==> src/rtl/seq_101_frame_tx.sv <==
// seq_101_frame_tx: serial transmitter that sends a fixed preamble, then the payload
// MSB-first, then an idle gap. Used to drive the 101 sequence detector.
module seq_101_frame_tx #(
  parameter int                DATA_W     = 8,
  parameter int                PRE_W      = 3,
  parameter logic [PRE_W-1:0]  PREAMBLE   = 3'b101,
  parameter int                GAP_CYCLES = 2
) (
  input  logic              clk_i,
  input  logic              rst_n_i,
  input  logic              valid_i,
  input  logic [DATA_W-1:0] data_i,
  output logic              ready_o,
  output logic              data_o,
  output logic              bit_vld_o,
  output logic              frame_done_o,
  output logic              busy_o
);
  localparam int TOT = PRE_W + DATA_W;
  localparam int CW  = $clog2(PRE_W > DATA_W ? PRE_W : DATA_W) + 1;
  typedef enum logic [1:0] {IDLE, PRE, PAY, GAP} state_t;
  state_t          state_q, state_d;
  logic [CW-1:0]   cnt_q, cnt_d;
  logic [3:0]      gap_q, gap_d;
  logic [TOT-1:0]  sh_q, sh_d;
  logic            data_q, data_d, vld_q, vld_d, done_q, done_d;
  // Preamble and payload share one shift register; the MSB is always the next bit out.
  always_comb begin
    state_d = state_q;
    cnt_d   = cnt_q;
    gap_d   = gap_q;
    sh_d    = sh_q;
    data_d  = 1'b0;
    vld_d   = 1'b0;
    done_d  = 1'b0;
    case (state_q)
      IDLE: if (valid_i) begin
        state_d = PRE;
        cnt_d   = CW'(1);
        sh_d    = {PREAMBLE, data_i} << 1;
        data_d  = PREAMBLE[PRE_W-1];
        vld_d   = 1'b1;
      end
      PRE: begin
        data_d = sh_q[TOT-1];
        sh_d   = sh_q << 1;
        vld_d  = 1'b1;
        if (cnt_q == CW'(PRE_W)) begin
          state_d = PAY;
          cnt_d   = CW'(1);
          done_d  = (DATA_W == 1);
        end else begin
          cnt_d = cnt_q + CW'(1);
        end
      end
      PAY: if (cnt_q == CW'(DATA_W)) begin
        state_d = (GAP_CYCLES == 0) ? IDLE : GAP;
        cnt_d   = '0;
        gap_d   = 4'd1;
      end else begin
        data_d = sh_q[TOT-1];
        sh_d   = sh_q << 1;
        vld_d  = 1'b1;
        cnt_d  = cnt_q + CW'(1);
        done_d = (cnt_q == CW'(DATA_W - 1));
      end
      GAP: if (gap_q >= 4'(GAP_CYCLES)) state_d = IDLE;
        else gap_d = gap_q + 4'd1;
      default: state_d = IDLE;
    endcase
  end
  always_ff @(posedge clk_i or negedge rst_n_i) begin
    if (!rst_n_i) begin
      state_q <= IDLE;
      cnt_q   <= '0;
      gap_q   <= '0;
      sh_q    <= '0;
      data_q  <= 1'b0;
      vld_q   <= 1'b0;
      done_q  <= 1'b0;
    end else begin
      state_q <= state_d;
      cnt_q   <= cnt_d;
      gap_q   <= gap_d;
      sh_q    <= sh_d;
      data_q  <= data_d;
      vld_q   <= vld_d;
      done_q  <= done_d;
    end
  end
  assign ready_o      = (state_q == IDLE);
  assign busy_o       = !ready_o;
  assign data_o       = data_q;
  assign bit_vld_o    = vld_q;
  assign frame_done_o = done_q;
endmodule

==> config.mk <==
export PLATFORM = sky130hd
export DESIGN_NAME = seq_101_frame_tx
export DESIGN_NICKNAME = d
export VERILOG_FILES = /design/src/rtl/seq_101_frame_tx.sv
export SDC_FILE = /design/constraint.sdc
export NUM_CORES = 1
export LEC_CHECK = 0
export CAP_MARGIN = 20
export CORE_MARGIN = 4
export CORE_UTILIZATION = 54
export CTS_BUF_LIST = sky130_fd_sc_hd__clkbuf_8 sky130_fd_sc_hd__clkbuf_16
export DETAILED_ROUTE_END_ITERATION = 10
export PLACE_DENSITY = 0.9
export SLEW_MARGIN = 20
export SYNTH_ARGS = -nofsm -noshare
export SYNTH_HDL_FRONTEND = slang
export SYNTH_SLANG_ARGS = --single-unit
==> constraint.sdc <==
create_clock -name clk_i -period 2 [get_ports clk_i]
set_clock_uncertainty 0.05 [all_clocks]
set_input_delay 0.3 -clock clk_i [delete_from_list [all_inputs] [get_ports clk_i]]
set_output_delay 0.3 -clock clk_i [all_outputs]
set_load 0.005 [all_outputs]
==> summary.txt <==
Timing
  • Fin. max-slew vios: 0
  • Total negative slack: 0 ns
  • Number of hold-slack violations in the final timing report: 0
  • Time the final worst path needs with I/O delays and setup: 1.898 ns
  • Worst slew margin: 77.63%
  • RSZ-0062 raised after global routing: no
  • Max Fclk: 526.9 MHz
  • Fraction of the cycle the final worst path needs: 94.90%
  • Setup violations, final: 0
  • Tightest Pin Transition: 0.3356 ns

Logic synthesis
  • Cell Area, Synth: 1279 µm²
  • Number of nets in the synthesized netlist: 149
  • Count of flip-flops with a built-in enable after synthesis: 0
  • Synth Flop Type: dfrtp_1
  • Async set-or-reset flop fraction in the synthesized netlist: 100.0%
  • Syn Inst Count: 130
  • Syn. warnings: 0
  • Fraction of the yosys area taken by sequential cells: 45.01%
  • Post-synthesis register bit count: 23
  • Mapped Avg Cell Area: 9.836 µm²
  • Yosys cell types: 37

Clocking
  • CTS H-Tree Depth: 1
  • PostCTS Resize Cnt: 0
  • Post-CTS Repair Setup Buffers: 0
  • Total of hold buffers inserted after clock tree synthesis: 0
  • Clock Latency Late Sink: 0.27 ns
  • Clock Sinks: 23
  • Clock tree from TritonCTS: yes
  • CTS Buffer Depth: 2
  • CTS root buffer: clkbuf_8
  • Clock input transition at the sequential cells of the worst setup and hold paths: 0.08 ns
  • Total CTS buffers: 3

Die
  • Initial core utilization: 57.25%
  • Chip width: 56.66 µm
  • Core Area: 2233 µm²
  • Die height: 56.66 µm
  • Number of placement rows: 17
  • I/O pin count: 16
  • Area enclosed by the die boundary: 3210 µm²

Route
  • Routed vias/inst: 5.703
  • Starting DRT DRC Count: 14
  • Number of detailed-route iterations in the first pass: 4
  • Post-detailed-route count of antenna-violating nets: 0
  • Via total after detailed routing: 981
  • DRC Markers: 0
  • Average detailed-routed wire length per instance: 13.22 µm
  • Total Wirelength: 2273 µm

Layout
  • Sequential cell area: 575.6 µm²
  • Share of post-route cells with drive strength above 1: 10.42%
  • Area of the multi-input gates: 634.4 µm²
  • Area overhead of the layout relative to synthesis: 16.83%
  • Antenna cell count: 0
  • Non-filler cells in the finished layout: 172
  • Number of nets at the end of the flow: 164
  • Filler cell count in the final layout: 179

Flow run
  • Max Cap Violations: 0

Hold path
  • Type of the worst min-delay path: in2async

Placement
  • Number of placed instances with taps included: 168
  • Placer Congestion: 0.8240
  • Dpl hpwl: 1710 µm
  • # port buffers: 15

Power and ir drop
  • Leakage component of the power: 0.6692 nW
  • Power density of the placed cells: 1621 nW/µm²
  • Share of power burned in combinational logic: 55.2%
  • Net load switching power: 1.000 mW
  • Peak supply drop: 1.007 mV
  • Sequential fraction of design power: 32.9%
  • Share of total power consumed by net switching: 41.29%
  • Clock power frac: 11.9%
  • Internal: 1.422 mW
  • Overall power consumption: 2.422 mW

Global route
  • Global-route usage over all layers: 15.48%
  • Initial antenna violation count: 0
  • Number of global-route vias before repair: 951
  • Largest net degree at the start of global routing: 24
  • Global-route wire length before repair: 3974 µm
  • Overflow after GRT: 0

Critical path
  • Register-to-Register Setup Slack: 0.16 ns
  • Maximum fanout along the worst path: 7
  • Data arrival, critical path: 1.55 ns
  • CP endpoint kind: primary output
  • Start of the worst register-to-register path: state_q[0]
  • Type of element launching the critical path: flip-flop
  • Required time worst endpoint: 1.65 ns
  • Crit path kind: reg2out
  • Reg2reg path depth: 6
  • FF-to-FF End: state_q[1]

Run status
  • Outcome: finished, final reports clean
==> layer usage <==
metal,share of wire [%],global-route usage [%],up-vias
met5,0,0,-
met4,2.1,8.136,0
met3,3.5,1.839,5
met2,49,26.73,21
met1,45,18.60,476
li1,-,-,479
==> power by group through the flow <==
stage / clock (mW) / combinational, mW / sequential (mW)
after floorplan: 0 / 1.05 / 0.764
after global routing: 0.315 / 1.50 / 0.825
final: 0.288 / 1.34 / 0.797
after CTS: 0.300 / 1.33 / 0.793
after detailed placement: 0 / 1.33 / 0.802
after global placement: 0 / 1.26 / 0.789
==> Yosys cell counts (2+ instances only) <==
master    instances  share of area (%)
mux2i_1           8                6.3
nor3_2            2                1.6
nand2_1           9                2.6
a31oi_1           2               0.98
nand3_1           3                1.2
ha_1              8                7.8
nor4_1            2               0.98
o311a_1           2                1.6
o21ai_0           8                3.1
nor2_1           14                4.1
dfrtp_1          23                 45
nor2b_1           2               0.98
nand3b_1          2                1.2
a21oi_1          10                3.9
buf_2             3                1.2
inv_1            10                2.9
nor3_1            2               0.78
==> through the flow <==
| step | worst slack, ns | area [µm²] | utilization, % | hold slack, ns |
|---|---|---|---|---|
| 6_report | 0.1020 | 1494 | 66.89 | 0.3241 |
| 5_1_grt | 0.02384 | 1494 | 66.89 | 0.3650 |
| 4_1_cts | 0.01321 | 1484 | 66.44 | 0.3316 |
| 3_5_place_dp | 0.006067 | 1438 | 64.37 | 0.4461 |
| 3_3_place_gp | 0.1093 | 1438 | 64.37 | 0.4283 |
| 2_1_floorplan | 0.2680 | 1279 | - | -0.04559 |
==> worst max-delay path by stage <==
stage,start,end,slack [ns],cells after the start
after floorplan,state_q[0],state_q[1],0.27,7
after global placement,state_q[0],sh_q[10],0.11,6
after detailed placement,state_q[0],sh_q[9],0.006,6
after CTS,state_q[0],sh_q[9],0.01,6
after global routing,state_q[1],ready_o,0.02,3
final,state_q[1],ready_o,0.10,3
==> area by class of cell <==
| cell class | instances | area share, % |
|---|---|---|
| Clock buffer | 3 | 2.764 |
| Clock inverter | 1 | 0.3350 |
| Inverter | 10 | 2.513 |
| Multi-Input combinational cell | 90 | 42.46 |
| Sequential cell | 23 | 38.53 |
| Tap cell | 28 | 2.345 |
| Timing Repair Buffer | 17 | 11.06 |
==> placed cells by master (no fill, tap or decap), types with 3 or more instances in the layout <==
master	Yosys	layout
a21oi_1	10	10
dfrtp_1	23	23
nand3_1	3	3
mux2i_1	8	8
nand2_1	9	9
ha_1	8	7
inv_1	10	10
o21ai_0	8	8
clkdlybuf4s50_1	0	15
clkbuf_8	0	3
nor2_1	14	14
==> logic make-up after synthesis <==
family	share of synthesized area (%)
adder cells (fa/ha/maj)	7.828
AND/OR/NAND/NOR	21.62
buffers and inverters	6.164
multiplexers	7.436
AO/OA/AOI/OAI	11.94
flip-flops	45.01
==> worst max-delay path: stages, from the launching register on <==
cell and delay, ns:
dfrtp_1 0.42, inv_1 0.10, ha_2 0.24, clkdlybuf4s50_1 0.52
==> sequential cells by signal, indices dropped and copies added (netlist names) <==
| register | count |
|---|---|
| frame_done_o | 1 |
| data_o | 1 |
| bit_vld_o | 1 |
| cnt_q | 4 |
| gap_q | 4 |
| state_q | 2 |
| sh_q | 10 |
Power figures use the tool's default switching activity.
